**src/rtl/io_ctrl_pkg.sv**
```systemverilog
// io_ctrl_pkg: register offsets, window base and TX_STAT layout shared by the
// io_ctrl block. The optional cycle counter is enabled with IO_CTRL_CYCLE_EN.
package io_ctrl_pkg;

    // Upper address byte that selects the I/O window 0xFF00-0xFFFF.
    localparam logic [7:0] IO_BASE_HI = 8'hFF;

    // Register offsets within the window (io_addr[7:0]).
    localparam logic [7:0] IO_LED = 8'h00;
    localparam logic [7:0] IO_SW  = 8'h04;
    localparam logic [7:0] IO_BTN = 8'h08;
    localparam logic [7:0] IO_TXD = 8'h0C;
    localparam logic [7:0] IO_TXS = 8'h10;
    localparam logic [7:0] IO_CYC = 8'h14;

    // TX_STAT bit positions.
    localparam int TXS_FULL_BIT  = 0;
    localparam int TXS_EMPTY_BIT = 1;
    localparam int TXS_OVF_BIT   = 2;
    localparam int TXS_CNT_LSB   = 4;
    localparam int TXS_CNT_W     = 9;

    typedef struct packed {
        logic                 full;
        logic                 empty;
        logic                 ovf;
        logic [TXS_CNT_W-1:0] count;
    } tx_stat_t;

    // Places the status fields at their register bit positions.
    function automatic logic [31:0] pack_tx_stat(input tx_stat_t s);
        logic [31:0] w;
        w = '0;
        w[TXS_FULL_BIT]                   = s.full;
        w[TXS_EMPTY_BIT]                  = s.empty;
        w[TXS_OVF_BIT]                    = s.ovf;
        w[TXS_CNT_LSB +: TXS_CNT_W]       = s.count;
        return w;
    endfunction

endpackage

```
**src/rtl/io_ctrl_if.sv**
```systemverilog
// io_ctrl_if: the data-memory unit's I/O bus. The CPU side is the master,
// the io_ctrl register block is the slave that returns combinational read data.
interface io_ctrl_if;
    logic [15:0] io_addr;
    logic [31:0] io_dout;
    logic        io_we;
    logic        io_rd;
    logic [31:0] io_din;

    modport master (output io_addr, output io_dout, output io_we, output io_rd,
                    input  io_din);
    modport slave  (input  io_addr, input  io_dout, input  io_we, input  io_rd,
                    output io_din);
endinterface

```
**src/rtl/io_tx_fifo.sv**
```systemverilog
// io_tx_fifo: byte circular buffer for the TX port. Pointers wrap naturally;
// a push into a full FIFO only succeeds when a pop happens in the same cycle.
module io_tx_fifo #(
    parameter int DEPTH = 8
) (
    input  logic                     clk,
    input  logic                     rstn,
    input  logic                     push,
    input  logic [7:0]               din,
    input  logic                     pop,
    output logic                     full,
    output logic                     empty,
    output logic [$clog2(DEPTH):0]   count,
    output logic [7:0]               head
);
    localparam int AW = $clog2(DEPTH);

    logic [7:0]  r_mem [DEPTH];
    logic [AW-1:0] r_wptr, r_rptr;
    logic [AW:0] r_count;
    logic        w_do_push, w_do_pop;

    assign full      = (r_count == (AW+1)'(DEPTH));
    assign empty     = (r_count == '0);
    assign count     = r_count;
    assign w_do_pop  = pop && !empty;
    assign w_do_push = push && (!full || w_do_pop);

    // Pointer and occupancy bookkeeping.
    // NOTE: sequential state uses non-blocking assignments so every flop samples pre-edge values.
    always_ff @(posedge clk or negedge rstn) begin
        if (!rstn) begin
            r_wptr  <= '0;
            r_rptr  <= '0;
            r_count <= '0;
        end else begin
            if (w_do_push) r_wptr <= r_wptr + AW'(1);
            if (w_do_pop)  r_rptr <= r_rptr + AW'(1);
            case ({w_do_push, w_do_pop})
                2'b10:   r_count <= r_count + (AW+1)'(1);
                2'b01:   r_count <= r_count - (AW+1)'(1);
                default: r_count <= r_count;
            endcase
        end
    end

    // Byte storage written on an accepted push.
    // NOTE: the storage array has no reset; stale entries are never visible because head is masked while empty.
    always_ff @(posedge clk) begin
        if (w_do_push) r_mem[r_wptr] <= din;
    end

    assign head = empty ? 8'h00 : r_mem[r_rptr];

endmodule

```
**src/rtl/io_ctrl.sv**
```systemverilog
// io_ctrl: memory-mapped I/O controller for the 0xFF00-0xFFFF window.
// LED register, synchronized switches, sticky button-edge flag, TX byte FIFO,
// and an optional free-running cycle counter enabled by IO_CTRL_CYCLE_EN.
module io_ctrl
    import io_ctrl_pkg::*;
#(
    parameter int FIFO_DEPTH = 8
) (
    input  logic        clk,
    input  logic        rstn,
    io_ctrl_if.slave    bus,
    output logic [15:0] led,
    input  logic [15:0] sw,
    input  logic        btn,
    output logic [7:0]  tx_data,
    output logic        tx_valid,
    input  logic        tx_ready
);
    localparam int CW = $clog2(FIFO_DEPTH) + 1;

    logic          w_sel, w_wr, w_rd;
    logic [7:0]    w_off;
    logic          w_push, w_pop, w_full, w_empty, w_ovf_set, w_btn_rise;
    logic [CW-1:0] w_count;
    logic [31:0]   w_rdata;
    tx_stat_t      w_stat;

    logic [15:0]   r_led, r_sw_s1, r_sw_s2;
    logic          r_btn_s1, r_btn_s2, r_btn_s3;
    logic          r_btn_flag, r_ovf;

    assign w_sel = (bus.io_addr[15:8] == IO_BASE_HI);
    assign w_wr  = bus.io_we && w_sel;
    assign w_rd  = bus.io_rd && w_sel;
    assign w_off = bus.io_addr[7:0];

    assign w_push     = w_wr && (w_off == IO_TXD);
    assign w_pop      = tx_valid && tx_ready;
    assign w_ovf_set  = w_push && w_full && !w_pop;
    assign w_btn_rise = r_btn_s2 && !r_btn_s3;

    io_tx_fifo #(.DEPTH(FIFO_DEPTH)) u_tx_fifo (
        .clk   (clk),
        .rstn  (rstn),
        .push  (w_push),
        .din   (bus.io_dout[7:0]),
        .pop   (w_pop),
        .full  (w_full),
        .empty (w_empty),
        .count (w_count),
        .head  (tx_data)
    );

    assign tx_valid = !w_empty;
    assign led      = r_led;

    // LED register loads on a decoded store.
    always_ff @(posedge clk or negedge rstn) begin
        if (!rstn)                          r_led <= '0;
        else if (w_wr && w_off == IO_LED)   r_led <= bus.io_dout[15:0];
    end

    // Two-flop switch synchronizer and three-flop button chain (third flop for edge detect).
    always_ff @(posedge clk or negedge rstn) begin
        if (!rstn) begin
            r_sw_s1  <= '0;
            r_sw_s2  <= '0;
            r_btn_s1 <= 1'b0;
            r_btn_s2 <= 1'b0;
            r_btn_s3 <= 1'b0;
        end else begin
            r_sw_s1  <= sw;
            r_sw_s2  <= r_sw_s1;
            r_btn_s1 <= btn;
            r_btn_s2 <= r_btn_s1;
            r_btn_s3 <= r_btn_s2;
        end
    end

    // Sticky flags: a new event in the same cycle as the clearing read keeps the flag set.
    always_ff @(posedge clk or negedge rstn) begin
        if (!rstn) begin
            r_btn_flag <= 1'b0;
            r_ovf      <= 1'b0;
        end else begin
            if (w_btn_rise)                    r_btn_flag <= 1'b1;
            else if (w_rd && w_off == IO_BTN)  r_btn_flag <= 1'b0;
            if (w_ovf_set)                     r_ovf <= 1'b1;
            else if (w_rd && w_off == IO_TXS)  r_ovf <= 1'b0;
        end
    end

`ifdef IO_CTRL_CYCLE_EN
    logic [31:0] r_cycle;

    // Free-running cycle counter, loadable by a store to CYCLE.
    always_ff @(posedge clk or negedge rstn) begin
        if (!rstn)                          r_cycle <= '0;
        else if (w_wr && w_off == IO_CYC)   r_cycle <= bus.io_dout;
        else                                r_cycle <= r_cycle + 32'd1;
    end
`else
    // Upper store-data bits only feed the counter, which is absent in this build.
    logic w_unused;
    assign w_unused = &{1'b0, bus.io_dout[31:16]};
`endif

    assign w_stat.full  = w_full;
    assign w_stat.empty = w_empty;
    assign w_stat.ovf   = r_ovf;
    assign w_stat.count = TXS_CNT_W'(w_count);

    // Combinational read mux; unmapped offsets and addresses outside the window read 0.
    // NOTE: the default is assigned first so no path through the case leaves w_rdata unassigned (no latch).
    always_comb begin
        w_rdata = '0;
        if (w_sel) begin
            case (w_off)
                IO_LED: w_rdata = {16'h0000, r_led};
                IO_SW:  w_rdata = {16'h0000, r_sw_s2};
                IO_BTN: w_rdata = {31'd0, r_btn_flag};
                IO_TXS: w_rdata = pack_tx_stat(w_stat);
`ifdef IO_CTRL_CYCLE_EN
                IO_CYC: w_rdata = r_cycle;
`endif
                default: w_rdata = '0;
            endcase
        end
    end

    assign bus.io_din = w_rdata;

endmodule

```
**src/flat_wrapper.sv**
```systemverilog
// flat-port wrapper written by rule: the top's interface ports become plain ports
module io_ctrl_flat import io_ctrl_pkg::*;
#(
    parameter int FIFO_DEPTH = 8
)
  (clk, rstn, led, sw, btn, tx_data, tx_valid, tx_ready, bus_io_addr, bus_io_dout, bus_io_we, bus_io_rd, bus_io_din);
  io_ctrl_if bus_i ();
  input  logic clk;
  input  logic rstn;
  output logic [15:0] led;
  input  logic [15:0] sw;
  input  logic btn;
  output logic [7:0] tx_data;
  output logic tx_valid;
  input  logic tx_ready;
  input wire logic [$bits(bus_i.io_addr)-1:0] bus_io_addr;
  input wire logic [$bits(bus_i.io_dout)-1:0] bus_io_dout;
  input wire logic [$bits(bus_i.io_we)-1:0] bus_io_we;
  input wire logic [$bits(bus_i.io_rd)-1:0] bus_io_rd;
  output wire logic [$bits(bus_i.io_din)-1:0] bus_io_din;
  assign bus_i.io_addr = bus_io_addr;
  assign bus_i.io_dout = bus_io_dout;
  assign bus_i.io_we = bus_io_we;
  assign bus_i.io_rd = bus_io_rd;
  assign bus_io_din = bus_i.io_din;
  io_ctrl #(.FIFO_DEPTH(FIFO_DEPTH)) u_core (.clk(clk), .rstn(rstn), .bus(bus_i), .led(led), .sw(sw), .btn(btn), .tx_data(tx_data), .tx_valid(tx_valid), .tx_ready(tx_ready));
endmodule
```
**config.mk**
```make
export PLATFORM = sky130hd
export DESIGN_NAME = io_ctrl_flat
export DESIGN_NICKNAME = d
export VERILOG_FILES = /design/src/rtl/io_ctrl_pkg.sv /design/src/rtl/io_ctrl_if.sv /design/src/rtl/io_tx_fifo.sv /design/src/rtl/io_ctrl.sv /design/src/flat_wrapper.sv
export SDC_FILE = /design/constraint.sdc
export NUM_CORES = 1
export LEC_CHECK = 0
export BUFFER_PORTS_ARGS = -buffer_cell sky130_fd_sc_hd__buf_2
export CAP_MARGIN = 40
export CORE_ASPECT_RATIO = 1.1
export CORE_MARGIN = 2
export CORE_UTILIZATION = 40
export CTS_CLUSTER_SIZE = 8
export DETAILED_ROUTE_END_ITERATION = 6
export SETUP_SLACK_MARGIN = 0.05
export SYNTH_ARGS = -nofsm -noshare
export SYNTH_HDL_FRONTEND = slang
export SYNTH_SLANG_ARGS = --single-unit
```
**constraint.sdc**
```tcl
create_clock -name clk -period 2.5 [get_ports clk]
set_input_delay 0 -clock clk [delete_from_list [all_inputs] [get_ports clk]]
set_output_delay 0 -clock clk [all_outputs]
set_load 0.02 [all_outputs]
```
==> flow_summary.yaml <==
synthesis:
  syn-instance-count: 321
  synth_largest_area_cell: "sky130_fd_sc_hd__edfxtp_1"
  dominantRegCellSynth: "sky130_fd_sc_hd__edfxtp_1"
  post-synth-top-area-fraction: 0.372
  async_reset_ff_frac: 0.496
  synth-edff-count: 64
  synth.yosys.warnings: 0
  yosys.cell_count.top_type: "sky130_fd_sc_hd__edfxtp_1"
  post_synth_instance_area_um2: 5170
  yosysUniqueCellTypes: 40
  syn-mean-instance-area_um2: 16.1
  seq_area_frac_synth: 0.677
  synthTopCellsByArea: "sky130_fd_sc_hd__edfxtp_1, sky130_fd_sc_hd__dfrtp_1, sky130_fd_sc_hd__mux4_2, sky130_fd_sc_hd__mux2_2, sky130_fd_sc_hd__mux2_4"
  post_synth_most_frequent_cells: "sky130_fd_sc_hd__edfxtp_1, sky130_fd_sc_hd__dfrtp_1, sky130_fd_sc_hd__nor2_1"
  synth-seq-cells: 127
global_routing:
  first_global_vias: 3264
  grt_start_max_net_pins: 36
  grt_antenna_before_repair: 0
  gr-usage-met1: 0.207
  grt_pass1_wl_mm: 17.1
  global_route.peak_usage_layer: "met2"
  grt.overflow.total: 0
  grt.total_usage: 0.165
  grt.met2_usage: 0.277
  global_route.usage.met3: 0.0529
critical_path:
  worstPathRequired_ps: 2790
  crit_path_max_fanout: 6
  worstSetupPathType: "reg -> reg"
  endpoint_kind: "flop"
  start_kind: "flop"
  timing.critical_path.arrival_ps: 2460
final_layout:
  antennaDiodeCount: 0
  fillCellCount: 1034
  share_of_final_layout_standard_cells_stronger_than_drive_strength_1: 0.395
  layout.nets: 548
  layout-area-overhead-vs-synth_pct: 31.6
die:
  chipHeight_um: 123
  die_width_um: 112
  floorplan.die_area_um2: 13900
  placeableCoreArea_um2: 12600
  std_cell_rows: 43
  top_level_ports: 127
  start_util: 0.409
routing:
  via_count: 3168
  routed_via_density: 4.91
  drt_pass1_iterations: 4
  detail-route-antenna-nets: 0
  drt-total-wl_mm: 10.7
  wire_per_inst_um: 16.5
  drc: 0
  drt_first_iter_violations: 135
timing:
  grt_setup_unrepaired: "false"
  final_hold_slack_ps: 16.7
  post-route-min-period_ps: 2170
  final_min_period_over_clock_period: 0.866
  final_max_slew_viol_count: 0
  fin_setup_tns_ps: 0
  timing.final.setup_violations: 0
  tightestPinTransition_ps: 863
  hold_violations: 0
  max_slew_margin: 0.425
  max_clock_freq_ghz: 0.462
  final.setup_skew_ps: 23.9
placement:
  place_hpwl_mm: 7.03
  port_buffers: 94
  gpl.final_weighted_congestion: 0.726
clock_network:
  cts_buffer_depth: 2
  worst_skew_pair.late_latency_ps: 410
  clk_pin_slew_ps: 60
  cts_root_buf: "sky130_fd_sc_hd__clkbuf_16"
  clock_tree.htree_level_count: 4
  clock_sink_count: 127
  cts-buffers-inserted: 17
  post_cts.resized_instances: 0
  cts_tree: "done"
hold_path:
  holdCritPathClass: "in -> reg"
power_and_ir_drop:
  maximum_ir_drop_on_the_vdd_rail_uv: 515
  cellPowerDensity_nw_per_um2: 874
  total_leakage_power_nw: 2.91
flow_run:
  maxCapViolCount: 0
run_status:
  status: "completed"
registers in the layout (all words and copies together), names as in the netlist, 3 cells and up:
signal                   cells
u_core.u_tx_fifo.r_wptr      3
u_core.led                  16
u_core.r_sw_s2              16
u_core.u_tx_fifo.r_mem      64
u_core.r_sw_s1              16
u_core.u_tx_fifo.count       4
u_core.u_tx_fifo.r_rptr      3
repair_timing:
item | CTS | global route
buffers inserted | 0 | 0
hold buffers | 36 | 0
hold endpoints to repair | 134 | 0
cell type report:
| class | count | area (um^2) | share of cell area |
|---|---|---|---|
| flip-flops and latches | 127 | 3500 | 0.514 |
| multi-input cells | 175 | 1530 | 0.225 |
| repair buffers | 151 | 988 | 0.145 |
| clock buffers | 20 | 468 | 0.0688 |
| well taps | 157 | 196 | 0.0289 |
| clock inverters | 12 | 108 | 0.0158 |
| inverters | 3 | 11.3 | 0.00166 |
cells by family (layout without fill, tap and decap cells):
kind of cell    after synthesis  count (layout)  synth area share
mux                          51              51             0.150
flops                       127             127             0.677
compound gates               27              27            0.0363
buf+inv                      34             186            0.0390
other cells                   1              16          0.000725
xor+xnor                      7               7            0.0119
simple gates                 71              71            0.0779
fa+ha+maj                     3               3           0.00726
power breakdown:
part	internal, mW	leakage, nW	switching [mW]
Combinational	0.589	1.27	0.560
Clock	1.45	0.282	0.886
Sequential	2.28	1.36	0.181
Total	4.32	2.91	1.63
per-layer routing:
metal  vias up  share of wire
li1       1477              -
met1      1592           0.44
met2        97           0.51
met3         2          0.053
met4         0         0.0016
met5         -              0
placed cells by master (no fill, tap or decap), types with 3 or more instances in the layout:
cell / instances
sky130_fd_sc_hd__edfxtp_1: 64
sky130_fd_sc_hd__nand2_1: 9
sky130_fd_sc_hd__mux4_2: 16
sky130_fd_sc_hd__nor3_1: 6
sky130_fd_sc_hd__conb_1: 16
sky130_fd_sc_hd__nor2_1: 31
sky130_fd_sc_hd__ha_1: 3
sky130_fd_sc_hd__nand2b_1: 5
sky130_fd_sc_hd__a22oi_1: 15
sky130_fd_sc_hd__inv_1: 3
sky130_fd_sc_hd__dlygate4sd3_1: 36
sky130_fd_sc_hd__clkinv_2: 3
sky130_fd_sc_hd__clkbuf_16: 18
sky130_fd_sc_hd__xor2_1: 3
sky130_fd_sc_hd__xnor2_1: 4
sky130_fd_sc_hd__mux2_2: 14
sky130_fd_sc_hd__clkinv_4: 3
sky130_fd_sc_hd__mux2i_1: 11
sky130_fd_sc_hd__buf_2: 94
sky130_fd_sc_hd__buf_4: 21
sky130_fd_sc_hd__nand4_1: 3
sky130_fd_sc_hd__a21oi_1: 3
sky130_fd_sc_hd__o21ai_0: 4
sky130_fd_sc_hd__dfrtp_1: 63
sky130_fd_sc_hd__mux2_4: 10
sky130_fd_sc_hd__and3_1: 3
critical path, stage by stage (launching register included):
cell,delay (ps)
sky130_fd_sc_hd__dfrtp_1,470
sky130_fd_sc_hd__nor4_2,340
sky130_fd_sc_hd__nand2b_1,170
sky130_fd_sc_hd__nor2_1,60
sky130_fd_sc_hd__xor2_1,140
sky130_fd_sc_hd__ha_1,220
sky130_fd_sc_hd__a2111oi_0,400
sky130_fd_sc_hd__a31oi_1,110
sky130_fd_sc_hd__xnor2_1,140
per-stage QoR:
| step | instance area, um^2 | worst slack (ps) | utilization | std cells | total power, mW |
|---|---|---|---|---|---|
| after floorplan | 5230 | 236 | - | 336 | 3.26 |
| after global placement | 5870 | 384 | 0.464 | 577 | 3.61 |
| final | 6800 | 335 | 0.538 | 645 | 5.95 |
| after detailed placement | 5870 | 318 | 0.464 | 577 | 3.63 |
| after global routing | 6800 | 224 | 0.538 | 645 | 6.23 |
| after CTS | 6800 | 318 | 0.538 | 645 | 6.03 |
final timing paths:
check                                     startpoint                    endpoint  slack (ps)  depth (start not counted)
max in group asynchronous                       rstn  u_core.u_tx_fifo.r_rptr[0]        1580                          3
hold / removal                        bus_io_addr[3]           u_core.r_btn_flag          20                          4
setup reg to reg           u_core.u_tx_fifo.count[2]   u_core.u_tx_fifo.count[2]         330                          8
hold reg to reg                    u_core.r_sw_s1[1]           u_core.r_sw_s2[1]         350                          0
min in group asynchronous                       rstn          u_core.r_sw_s2[15]         200                          2
setup / recovery           u_core.u_tx_fifo.count[2]   u_core.u_tx_fifo.count[2]         330                          8
Power figures use the tool's default switching activity.
